<file path="src/rtl/periphery_pkg.sv">
// Shared widths, host opcodes, status-word layout and decoder FSM states
// used by io_cmd_decoder and its command buffer.
package periphery_pkg;

   localparam int INPUT_DATA_L  = 32;
   localparam int OUTPUT_DATA_L = 32;
   localparam int IO_OPCODE_L   = 3;
   localparam int ADDR_L        = 16;
   localparam int MEM_DATA_L    = 32;

   typedef enum logic [IO_OPCODE_L-1:0] {
      OP_NOP      = 3'd0,
      OP_SET_ADDR = 3'd1,
      OP_WRITE    = 3'd2,
      OP_READ     = 3'd3,
      OP_STATUS   = 3'd4,
      OP_CLR_ERR  = 3'd5,
      OP_RSVD6    = 3'd6,
      OP_RSVD7    = 3'd7
   } io_opcode_t;

   typedef enum logic [1:0] {
      ST_IDLE  = 2'd0,
      ST_REQ   = 2'd1,
      ST_RWAIT = 2'd2
   } fsm_t;

   // Status word: flags on top, optional write count in the pad, address at the bottom.
   localparam int STAT_OVF    = 31;
   localparam int STAT_OP     = 30;
   localparam int STAT_BUSY   = 29;
   localparam int STAT_DONE   = 28;
   localparam int STAT_PAD_HI = 27;
   localparam int STAT_PAD_LO = 16;

   function automatic logic is_mem_op(input io_opcode_t op);
      return (op == OP_WRITE) || (op == OP_READ);
   endfunction

endpackage

</file>
<file path="src/rtl/io_cmd_buf.sv">
// One-entry pending slot for WRITE/READ commands that arrive while a memory
// transaction is in flight; a push into a full, non-draining slot is dropped.
module io_cmd_buf
   import periphery_pkg::*;
(
   input  logic                  clk,
   input  logic                  rst,
   input  logic                  push,
   input  logic                  push_we,
   input  logic [MEM_DATA_L-1:0] push_data,
   input  logic                  pop,
   input  logic                  clr_err,
   output logic                  valid,
   output logic                  we,
   output logic [MEM_DATA_L-1:0] data,
   output logic                  err_ovf
);

   logic ovf_evt;

   assign ovf_evt = push && valid && !pop;

   always_ff @(posedge clk or negedge rst) begin
      if (!rst) begin
         valid <= 1'b0;
         we    <= 1'b0;
         data  <= '0;
      end else if (push && (!valid || pop)) begin
         valid <= 1'b1;
         we    <= push_we;
         data  <= push_data;
      end else if (pop) begin
         valid <= 1'b0;
      end
   end

   // A drop in the same cycle as CLR_ERR leaves the flag set.
   always_ff @(posedge clk or negedge rst) begin
      if (!rst)         err_ovf <= 1'b0;
      else if (ovf_evt) err_ovf <= 1'b1;
      else if (clr_err) err_ovf <= 1'b0;
   end

endmodule

</file>
<file path="src/rtl/io_cmd_decoder.sv">
// Host opcode/data decoder: memory write/read sequencing, status readback and
// execution control. Define IO_WR_CNT_EN to add a granted-write counter to STATUS.
module io_cmd_decoder
   import periphery_pkg::*;
(
   input  logic                     clk,
   input  logic                     rst,
   input  logic [INPUT_DATA_L-1:0]  in_core,
   input  logic [IO_OPCODE_L-1:0]   io_opcode_core,
   input  logic                     reset_execution_io_core,
   input  logic                     enable_execution_io_core,
   output logic                     done_execution_io_core,
   output logic [OUTPUT_DATA_L-1:0] out_core,
   output logic                     mem_req,
   output logic                     mem_we,
   output logic [ADDR_L-1:0]        mem_addr,
   output logic [MEM_DATA_L-1:0]    mem_wdata,
   input  logic                     mem_gnt,
   input  logic                     mem_rvalid,
   input  logic [MEM_DATA_L-1:0]    mem_rdata,
   output logic                     exec_start,
   output logic                     exec_reset,
   input  logic                     exec_done,
   output fsm_t                     fsm_state
);

   io_opcode_t               op_q;
   logic [INPUT_DATA_L-1:0]  in_q;
   logic                     rst_exec_q, en_q, en_prev;
   fsm_t                     state, state_n;
   logic                     take_buf, take_in, gnt_fire, rd_fire;
   logic                     buf_valid, buf_we, err_ovf, err_op, done_q;
   logic [MEM_DATA_L-1:0]    buf_data;
   logic [ADDR_L-1:0]        addr_q;
   logic [OUTPUT_DATA_L-1:0] out_q, status_word;
   logic                     is_set, is_status, is_clr, is_rsvd, busy;

   always_ff @(posedge clk or negedge rst) begin
      if (!rst) begin
         op_q       <= OP_NOP;
         in_q       <= '0;
         rst_exec_q <= 1'b0;
         en_q       <= 1'b0;
         en_prev    <= 1'b0;
      end else begin
         op_q       <= io_opcode_t'(io_opcode_core);
         in_q       <= in_core;
         rst_exec_q <= reset_execution_io_core;
         en_q       <= enable_execution_io_core;
         en_prev    <= en_q;
      end
   end

   assign is_set    = (op_q == OP_SET_ADDR);
   assign is_status = (op_q == OP_STATUS);
   assign is_clr    = (op_q == OP_CLR_ERR);
   assign is_rsvd   = (op_q == OP_RSVD6) || (op_q == OP_RSVD7);

   always_ff @(posedge clk or negedge rst) begin
      if (!rst) state <= ST_IDLE;
      else      state <= state_n;
   end

   // IDLE drains the pending slot first; otherwise a fresh command bypasses it.
   always_comb begin
      state_n  = state;
      take_buf = 1'b0;
      take_in  = 1'b0;
      case (state)
         ST_IDLE: begin
            if (buf_valid) begin
               take_buf = 1'b1;
               state_n  = ST_REQ;
            end else if (is_mem_op(op_q)) begin
               take_in = 1'b1;
               state_n = ST_REQ;
            end
         end
         ST_REQ:   if (mem_gnt) state_n = mem_we ? ST_IDLE : ST_RWAIT;
         ST_RWAIT: if (mem_rvalid) state_n = ST_IDLE;
         default:  state_n = ST_IDLE;
      endcase
   end

   assign gnt_fire  = (state == ST_REQ) && mem_gnt;
   assign rd_fire   = (state == ST_RWAIT) && mem_rvalid;
   assign mem_req   = (state == ST_REQ);
   assign fsm_state = state;

   io_cmd_buf u_buf (
      .clk       (clk),
      .rst       (rst),
      .push      (is_mem_op(op_q) && !take_in),
      .push_we   (op_q == OP_WRITE),
      .push_data (in_q),
      .pop       (take_buf),
      .clr_err   (is_clr),
      .valid     (buf_valid),
      .we        (buf_we),
      .data      (buf_data),
      .err_ovf   (err_ovf)
   );

   // Request fields are frozen on REQ entry so they stay stable until grant.
   always_ff @(posedge clk or negedge rst) begin
      if (!rst) begin
         mem_we    <= 1'b0;
         mem_wdata <= '0;
         mem_addr  <= '0;
      end else if (take_buf) begin
         mem_we    <= buf_we;
         mem_wdata <= buf_data;
         mem_addr  <= addr_q;
      end else if (take_in) begin
         mem_we    <= (op_q == OP_WRITE);
         mem_wdata <= in_q;
         mem_addr  <= addr_q;
      end
   end

   always_ff @(posedge clk or negedge rst) begin
      if (!rst)          addr_q <= '0;
      else if (is_set)   addr_q <= in_q[ADDR_L-1:0];
      else if (gnt_fire) addr_q <= addr_q + ADDR_L'(1);
   end

   always_ff @(posedge clk or negedge rst) begin
      if (!rst)         err_op <= 1'b0;
      else if (is_rsvd) err_op <= 1'b1;
      else if (is_clr)  err_op <= 1'b0;
   end

`ifdef IO_WR_CNT_EN
   logic [15:0] wr_cnt;

   always_ff @(posedge clk or negedge rst) begin
      if (!rst)        wr_cnt <= '0;
      else if (is_clr) wr_cnt <= '0;
      else if (gnt_fire && mem_we && (wr_cnt != 16'hFFFF)) wr_cnt <= wr_cnt + 16'd1;
   end
`endif

   assign busy = (state != ST_IDLE) || buf_valid;

   always_comb begin
      status_word              = '0;
      status_word[STAT_OVF]    = err_ovf;
      status_word[STAT_OP]     = err_op;
      status_word[STAT_BUSY]   = busy;
      status_word[STAT_DONE]   = done_q;
      status_word[ADDR_L-1:0]  = addr_q;
`ifdef IO_WR_CNT_EN
      // The pad field is 12 bits wide, so the count is shown clamped at 0xFFF.
      status_word[STAT_PAD_HI:STAT_PAD_LO] = (wr_cnt > 16'h0FFF) ? 12'hFFF : wr_cnt[11:0];
`endif
   end

   // Returning read data takes priority over a coincident STATUS.
   always_ff @(posedge clk or negedge rst) begin
      if (!rst)           out_q <= '0;
      else if (rd_fire)   out_q <= mem_rdata;
      else if (is_status) out_q <= status_word;
   end

   assign out_core   = out_q;
   assign exec_reset = rst_exec_q;
   assign exec_start = en_q && !en_prev && !rst_exec_q;

   always_ff @(posedge clk or negedge rst) begin
      if (!rst)                          done_q <= 1'b0;
      else if (exec_reset || exec_start) done_q <= 1'b0;
      else if (exec_done)                done_q <= 1'b1;
   end

   assign done_execution_io_core = done_q;

endmodule
</file>
<file path="config.mk">
export PLATFORM = sky130hd
export DESIGN_NAME = io_cmd_decoder
export DESIGN_NICKNAME = d
export VERILOG_FILES = /design/src/rtl/periphery_pkg.sv /design/src/rtl/io_cmd_buf.sv /design/src/rtl/io_cmd_decoder.sv
export SDC_FILE = /design/constraint.sdc
export NUM_CORES = 1
export LEC_CHECK = 0
export CORE_MARGIN = 2
export CORE_UTILIZATION = 45
export CTS_CLUSTER_DIAMETER = 150
export DETAILED_ROUTE_END_ITERATION = 12
export MAX_ROUTING_LAYER = met4
export PLACE_DENSITY_LB_ADDON = 0.05
export SYNTH_ARGS = -nofsm -noshare
export SYNTH_HDL_FRONTEND = slang
export SYNTH_SLANG_ARGS = --single-unit
export TNS_END_PERCENT = 30
</file>
<file path="constraint.sdc">
create_clock -name clk -period 3.4 [get_ports clk]
set_clock_uncertainty 0.15 [all_clocks]
set_input_delay 0.51 -clock clk [delete_from_list [all_inputs] [get_ports clk]]
set_output_delay 0.51 -clock clk [all_outputs]
set_load 0.01 [all_outputs]
</file>
==> Word-level counts from Yosys, hierarchy flattened <==
Cells that the tools add are included.
{ "classes": {"addsub": 1, "n_eq_ne": 12, "mux": 28, "n_reduce_logical": 28} }
{ "ops": {"columns": ["operator", "n"], "rows": [
  ["32-bit 2-to-1 mux", 4],
  ["16-bit 2-to-1 mux", 4],
  ["16-bit by 1-bit adder with 16-bit output (second input constant)", 1],
  ["2-bit nonzero test", 8],
  ["1-bit 2-to-1 mux", 14],
  ["3-bit == test (second input constant)", 4],
  ["2-bit 2-to-1 mux", 5],
  ["1-bit logical AND", 8],
  ["3-bit by 2-bit == test with 1-bit output (second input constant)", 2],
  ["2-bit case mux with 3 select lines", 1],
  ["1-bit zero test", 5],
  ["1-bit logical OR", 5],
  ["3-bit by 1-bit == test with 1-bit output (second input constant)", 1],
  ["3-bit by 2-bit != test with 1-bit output (second input constant)", 1],
  ["3-bit AND reduction", 1],
  ["2-bit by 1-bit == test with 1-bit output (second input constant)", 1],
  ["2-bit == test (second input constant)", 1],
  ["2-bit zero test", 1],
  ["2-bit by 1-bit != test with 1-bit output (second input constant)", 1],
  ["2-bit != test (second input constant)", 1]
]} }
{ "totals": {"reg_bits": 174, "out_inout_bits": 87, "elab_cells": 86} }

==> Depth between registers and ports, before layout <==
Gate-level depths: netlist of the first run.
{ "depth": {"depth_word": 10, "ltp_mapped": 6, "ltp_nobuf": 5} }

==> By module <==
From an unflattened synthesis of the first run, not the netlist that was laid out.
{ "hier_totals": {"hier_cells": 551, "area_unflattened_um2": 7044.3} }
{ "modules_own_cells": {"columns": ["mod", "n_inst", "cells_per_inst", "area_per_inst_um2", "seq_area_each_um2"], "rows": [
  ["io_cmd_decoder", 1, 474, 5581.6, 3478.3],
  ["io_cmd_buf", 1, 77, 1462.7, 875.8]
]} }

==> Worst setup path before layout of the first run <==
No wires, ideal clock.
{ "synth_timing": {"kind": "reg-to-reg", "from": "register state[0], in the netlist fsm_state[0]", "to": "register u_buf.data[12]", "setup_time_ns": 0.125, "arrival_ns": 1.509, "setup_slack_ns": 1.616, "stages_incl_launch_ff": 6, "n_path_buf": 1, "synth_period_minus_slack_ns": 1.784, "cell_sequence": "dfrtp_1 nor2_1 nor2_1 o21ai_4 buf_6 mux2_4"} }
{ "synth_between": {"elab_chain_len": 5, "word_cells_on_any_way": 7, "cone_classes": "2 x mux; 5 x reduce/logical"} }
{ "synth_rtl": {"columns": ["item", "line_no", "text"], "rows": [
  ["start: declaration", "io_cmd_decoder.sv:30", "fsm_t state, state_n;"],
  ["start signal: assignment", "io_cmd_decoder.sv:61", "else state <= state_n;"],
  ["2-bit zero test (*)", "io_cmd_decoder.sv:69", "case (state)"],
  ["1-bit 2-to-1 mux", "io_cmd_decoder.sv:69", null],
  ["1-bit zero test", "io_cmd_decoder.sv:93", ".push (is_mem_op(op_q) && !take_in),"],
  ["1-bit logical AND", "io_cmd_decoder.sv:93", null],
  ["1-bit logical AND (*)", "io_cmd_buf.sv:28", "end else if (push && (!valid || pop)) begin"],
  ["end signal: assignment", "io_cmd_buf.sv:31", "data <= push_data;"],
  ["end: declaration", "io_cmd_buf.sv:15", "output logic [MEM_DATA_L-1:0] data,"]
]} }
Mark *: on every way between the ends. The rest lies on a longest branch, timed or not.
A chain may end at the register's enable or synchronous reset.

==> Worst setup path in the final report of the first run <==
{ "layout_timing": {"from": "register state[0], in the netlist fsm_state[0]", "to": "register u_buf.data[1]"} }
The elaborated chain is that of the path after synthesis.

==> results of run 1 <==
==> final cells by class <==
type	instances	area, sq um
clock buffer	19	442.9
clock inverter	13	163.9
fill	1258	5822
inverter	5	18.77
multi-input combinational	330	2445
sequential	174	4354
tap	188	235.2
timing repair buffer	172	1720
==> how the worst max path moves through the flow <==
stage | startpoint | endpoint | slack, ns
floorplan | fsm_state[0] | u_buf.data[12] | 1.62
global placement | mem_gnt | addr_q[9] | 0.93
detailed placement | mem_gnt | addr_q[9] | 0.88
CTS | fsm_state[0] | u_buf.data[1] | 0.94
global route | fsm_state[0] | u_buf.data[0] | 0.80
finish | fsm_state[0] | u_buf.data[1] | 0.97
==> kinds of logic after synthesis <==
| logic type | after synthesis | synth area share |
|---|---|---|
| DFF | 174 | 0.6237 |
| and+or+nand+nor | 124 | 0.08692 |
| muxes | 104 | 0.1686 |
| AOI/OAI and AO/OA | 89 | 0.07402 |
| buffers and inverters | 37 | 0.02993 |
| xor gates and xnor gates | 12 | 0.01506 |
| adders and majority gates | 1 | 0.001792 |
==> Yosys cell counts, types with 3 or more instances <==
cell type	n
dfrtp_1	174
nand2_1	78
o21ai_0	62
mux2i_1	55
mux2_2	20
mux2_4	20
a22o_1	13
clkbuf_1	11
buf_2	10
nor2_1	10
mux2_1	9
xnor2_1	9
o21ai_1	7
nor3_1	6
buf_4	5
buf_6	5
inv_1	5
nand4_1	5
nor2b_1	4
nand2b_1	3
nand3_1	3
nor4_1	3
xor2_1	3
==> per-stage QoR <==
| stage | cells | hold WS, ns |
|---|---|---|
| detailed placement | 868 | 0.2287 |
| finish | 901 | 0.2375 |
| CTS | 901 | 0.2439 |
| global placement | 868 | 0.2168 |
| global route | 901 | 0.2670 |
| floorplan | 541 | 0.06441 |
==> metal layers <==
layer  wire length [um]  part of all wire
met5                  0                 0
met3                578             0.038
met1               7064              0.46
met2               7592              0.49
met4                125            0.0081
==> report_power, final <==
part           total [mW]  internal, mW  leakage [nW]  switching [mW]
combinational        2.85          1.66          1.58            1.19
clock                1.99          1.18         0.294           0.811
sequential           3.36          2.84          2.10           0.523
==> sequential cells by signal, indices dropped and copies added (netlist names) <==
name                    flops
in_q                       32
mem_wdata                  32
out_core                   32
u_buf.data                 32
addr_q                     16
mem_addr                   16
op_q                        3
fsm_state                   2
done_execution_io_core      1
en_prev                     1
en_q                        1
err_op                      1
exec_reset                  1
mem_we                      1
u_buf.err_ovf               1
u_buf.valid                 1
u_buf.we                    1
==> critical path: cells and delay by family, from the launching register on <==
family | cells | cell delay, ns
buffers and inverters | 1 | 0.35
AOI/OAI and AO/OA | 1 | 0.56
DFF | 1 | 0.47
and+or+nand+nor | 2 | 0.43
muxes | 1 | 0.35
==> results.sh, run 1 <==
export IMPL_status="completed"
export IMPL_grt_overflow=0
export IMPL_synth_net_count=616
export IMPL_diodes=0
export IMPL_synthToLayoutAreaGrowth_pct=34.35
export IMPL_route_detailed_drc=0
export IMPL_slowest_delay_ns=0.56
export IMPL_rsz0062_at_grt="false"
export IMPL_synth_cell_types=40
export IMPL_ir_worst_vdd_mv=0.4783
export IMPL_drive_above_1_share=0.1318
export IMPL_cpMostUsedCell="nor2_1"
export IMPL_cp_max_fo=17
export IMPL_required_ns=3.55
export IMPL_ios=161
export IMPL_cts_setup_buffers=0
export IMPL_htree_levels=4
export IMPL_setup_tns_ns=0
export IMPL_synth_top_cell_area_share=0.6237
export IMPL_clk_path_buf_depth=2
export IMPL_r2r_start="fsm_state[0]"
export IMPL_slowest_stage="o21ai_4"
export IMPL_postSynthAreaPerCell_sq_um=12.91
export IMPL_dp_hpwl_um=10150
export IMPL_min_path_cells=0
export IMPL_final_min_clock_period_ns=2.433
export IMPL_worstMarginPinSlew_ns=1.045
export IMPL_criticalPathCategory="register to register"
export IMPL_routed_wl_um=15360
export IMPL_tritoncts="done"
export IMPL_clkSinkCount=174
export IMPL_synth_edf_count=0
export IMPL_clk_pin_slew_worst_paths_ns=0.07
export IMPL_timing_rr_end="u_buf.data[1]"
export IMPL_start_kind="register"
export IMPL_endpoint_kind="register"
export IMPL_nets=775
export IMPL_fin_util=0.6170
export IMPL_die_w_um=128.6
export IMPL_busiest_layer="met2"
export IMPL_dpl_cell_area_sq_um=8763
export IMPL_pwr_density_cell_nw_per_um2=874.3
export IMPL_use_met3=0.04615
export IMPL_synth_seq_area_share=0.6237
export IMPL_grt_pass1_vias=4805
export IMPL_vias_per_cell=5.131
export IMPL_cts_buffers_inserted=17
export IMPL_total_power_mw=8.201
export IMPL_max_freq_mhz=411.0
export IMPL_grt_total_usage=0.2029
export IMPL_drv_slew=0
export IMPL_worst_skew_pair_late_latency_ns=0.42
export IMPL_cts_resized=0
export IMPL_dp_slack_ns=0.8810
export IMPL_min_path_type="register to register"
export IMPL_hold_viol_final=0
export IMPL_hold_end="en_prev"
export IMPL_drt_pass1_iterations=5
export IMPL_crit_chain="nor2_1 > nor2_1 > o21ai_4 > buf_4 > mux2_1"
export IMPL_met1_usage=0.2667
export IMPL_min_from="en_q"
export IMPL_crit_arrival_ns=2.58
export IMPL_p_leak_nw=3.974
export IMPL_start_util=0.4593
export IMPL_period_share=0.7157
export IMPL_cts_root_buf="clkbuf_16"
export IMPL_reg2reg_depth=5
export IMPL_drv_cap=0
export IMPL_antenna_left=0
export IMPL_antenna_found_initial=0
export IMPL_ys_warn_count=0
export IMPL_globalplace_congestion=0.8433
export IMPL_rows=45
export IMPL_setup_ws_ns=0.9667
export IMPL_fp_dieH_um=128.6
export IMPL_grtUsageMet2=0.3226
export IMPL_reg2reg_setup_slack_ns=0.97
export IMPL_dieArea_sq_um=16530
export IMPL_setup_viol=0
export IMPL_ys_seq_elements=174
export IMPL_grt_pass1_wl_um=25080
export IMPL_ys_top_cells_by_area="dfrtp_1 62%, mux2i_1 7.9%, o21ai_0 4.4%"
export IMPL_syn_inst=541
export IMPL_wl_per_cell_um=17.05
export IMPL_slew_headroom=0.3023
export IMPL_grt_max_degree=73
export IMPL_postLayoutCellArea_sq_um=9380
export IMPL_core_area_sq_um=15200
export IMPL_syn_cell_area_sq_um=6982
export IMPL_synthArstFlopShare=1.000
export IMPL_hold_buffers=1
export IMPL_port_buffers=160
export IMPL_yosysTopAreaCell="dfrtp_1"
export IMPL_synth_flop_cell="dfrtp_1"
export IMPL_num_vias=4623
export IMPL_dr_first_iter_drc_count=258
export IMPL_final_common_cell="dfrtp_1"
export IMPL_final_cell_mix="174 x dfrtp_1, 159 x clkdlybuf4s50_1, 78 x nand2_1, 62 x o21ai_0, 55 x mux2i_1"
Note: power is estimated with default switching activity, not from simulation.
==> run 2: changes to the inputs <==
- clock period: 3.4 -> 2 ns (I/O delays scaled with it)
==> run 2 against run 1 <==
Clock-buffer cell count grew 1. Sequential share of layout area shrank 0.99 points. Sequential power grew 69%. Via count grew 1.7%. Flip-flop and latch count is the same. Non-clock buffer count grew 13. Combinational power grew 79%. Design area grew 2.2%. Clock power grew 67%. Hold slack lost 0.077 ns. Critical endpoint is now mem_req.
==> results.sh, run 2 (synthesis results as in run 1) <==
export IMPL_wl_per_cell_um=17.10
export IMPL_worst_skew_pair_late_latency_ns=0.42
export IMPL_required_ns=1.55
export IMPL_fillerInstances=1232
export IMPL_hold_viol_final=0
export IMPL_worstMarginPinSlew_ns=0.8433
export IMPL_cts_setup_buffers=0
export IMPL_multi_input_area_sq_um=2445
export IMPL_grt_max_degree=48
export IMPL_nets=788
export IMPL_htree_levels=4
export IMPL_globalplace_congestion=0.8179
export IMPL_crit_arrival_ns=1.46
export IMPL_cts_root_buf="clkbuf_16"
export IMPL_start_util=0.4593
export IMPL_grt_total_usage=0.2088
export IMPL_total_power_mw=14.10
export IMPL_drt_pass1_iterations=5
export IMPL_start_kind="register"
export IMPL_fp_dieH_um=128.6
export IMPL_drv_slew=0
export IMPL_grt_pass1_vias=4951
export IMPL_route_detailed_drc=0
export IMPL_rows=45
export IMPL_setup_viol=0
export IMPL_antenna_found_initial=0
export IMPL_slew_headroom=0.4357
export IMPL_endpoint_kind="output pin"
export IMPL_ios=161
export IMPL_dp_hpwl_um=10790
export IMPL_final_common_cell="dfrtp_1"
export IMPL_status="completed"
export IMPL_drive_above_1_share=0.1501
export IMPL_pwr_density_cell_nw_per_um2=1471
export IMPL_seqCellArea_sq_um=4357
export IMPL_placed_cells=881
export IMPL_dpl_cell_area_sq_um=8986
export IMPL_port_buffers=160
export IMPL_cp_max_fo=8
export IMPL_period_share=0.9561
export IMPL_num_vias=4703
export IMPL_min_path_type="input port to register"
export IMPL_rsz0062_at_grt="false"
export IMPL_fin_cells=914
export IMPL_clkSinkCount=174
export IMPL_max_freq_mhz=523.0
export IMPL_p_leak_nw=4.066
export IMPL_routed_wl_um=15630
export IMPL_dr_first_iter_drc_count=163
export IMPL_grt_pass1_wl_um=25920
export IMPL_grt_overflow=0
export IMPL_cts_buffers_inserted=17
export IMPL_clk_path_buf_depth=2
export IMPL_fin_util=0.6308
export IMPL_core_area_sq_um=15200
export IMPL_final_cell_mix="172 x dfrtp_1, 157 x clkdlybuf4s50_1, 78 x nand2_1, 62 x o21ai_0, 55 x mux2i_1"
export IMPL_ir_worst_vdd_mv=0.9512
export IMPL_antenna_left=0
export IMPL_postLayoutCellArea_sq_um=9589
export IMPL_drv_cap=0
export IMPL_vias_per_cell=5.146
export IMPL_diodes=0
export IMPL_criticalPathCategory="register to output pin"
export IMPL_reg2reg_setup_slack_ns=0.14
export IMPL_clk_pin_slew_worst_paths_ns=0.07
export IMPL_die_w_um=128.6
export IMPL_whs_ns=0.1604
export IMPL_final_min_clock_period_ns=1.912
export IMPL_dieArea_sq_um=16530
export IMPL_tritoncts="done"
export IMPL_synthToLayoutAreaGrowth_pct=37.35
run 2: metal layers:
layer	vias up	wire length, um	track usage
li1	2219	-	-
met2	108	7766	0.3307
met1	2369	7033	0.2721
met3	7	674	0.05364
met5	-	0	-
met4	0	153	0.05179
run 2: final cells by class:
class / instances / share of cell area
clock buffers: 20 / 0.04763
repair buffers: 185 / 0.2025
clock inverters: 12 / 0.01409
well taps: 188 / 0.02453
multi-input cells: 330 / 0.2550
flip-flops and latches: 174 / 0.4543
inverters: 5 / 0.001957
run 2: worst max-delay path: stages, from the launching register on:
cell	delay (ns)
dfrtp_2	0.46
nand2b_1	0.19
inv_1	0.13
clkdlybuf4s15_1	0.27
run 2: through the flow:
| step | setup slack, ns | setup TNS (ns) |
|---|---|---|
| after floorplan | 0.2158 | 0 |
| after global routing | 0.009263 | 0 |
| after detailed placement | -0.1179 | -1.069 |
| after global placement | -0.09147 | -0.1401 |
| final | 0.08783 | 0 |
| after CTS | 0.04252 | 0 |
run 2: where the power goes:
part / total [mW] / internal [mW] / switching, mW / leakage, nW
clock network: 3.32 / 1.92 / 1.40 / 0.279
logic: 5.10 / 2.99 / 2.10 / 1.69
registers: 5.69 / 4.83 / 0.860 / 2.10
total: 14.1 / 9.74 / 4.36 / 4.07
run 2: final timing paths:
path	from	endpoint	depth (start not counted)
max	fsm_state[1]	mem_req	3
min	in_core[16]	in_q[16]	1
max reg2reg	fsm_state[0]	u_buf.data[10]	5
min reg2reg	en_q	en_prev	0
max in group asynchronous	rst	u_buf.data[3]	3
min in group asynchronous	rst	out_core[24]	2
run 2: what timing repair did:
| action | in CTS | in global routing |
|---|---|---|
| resized for setup | 3 | 2 |
| setup endpoints to repair | 2 | 5 |
| endpoints found under the hold margin | 43 | 0 |
| gates cloned | 0 | 0 |
| hold buffers | 1 | 0 |
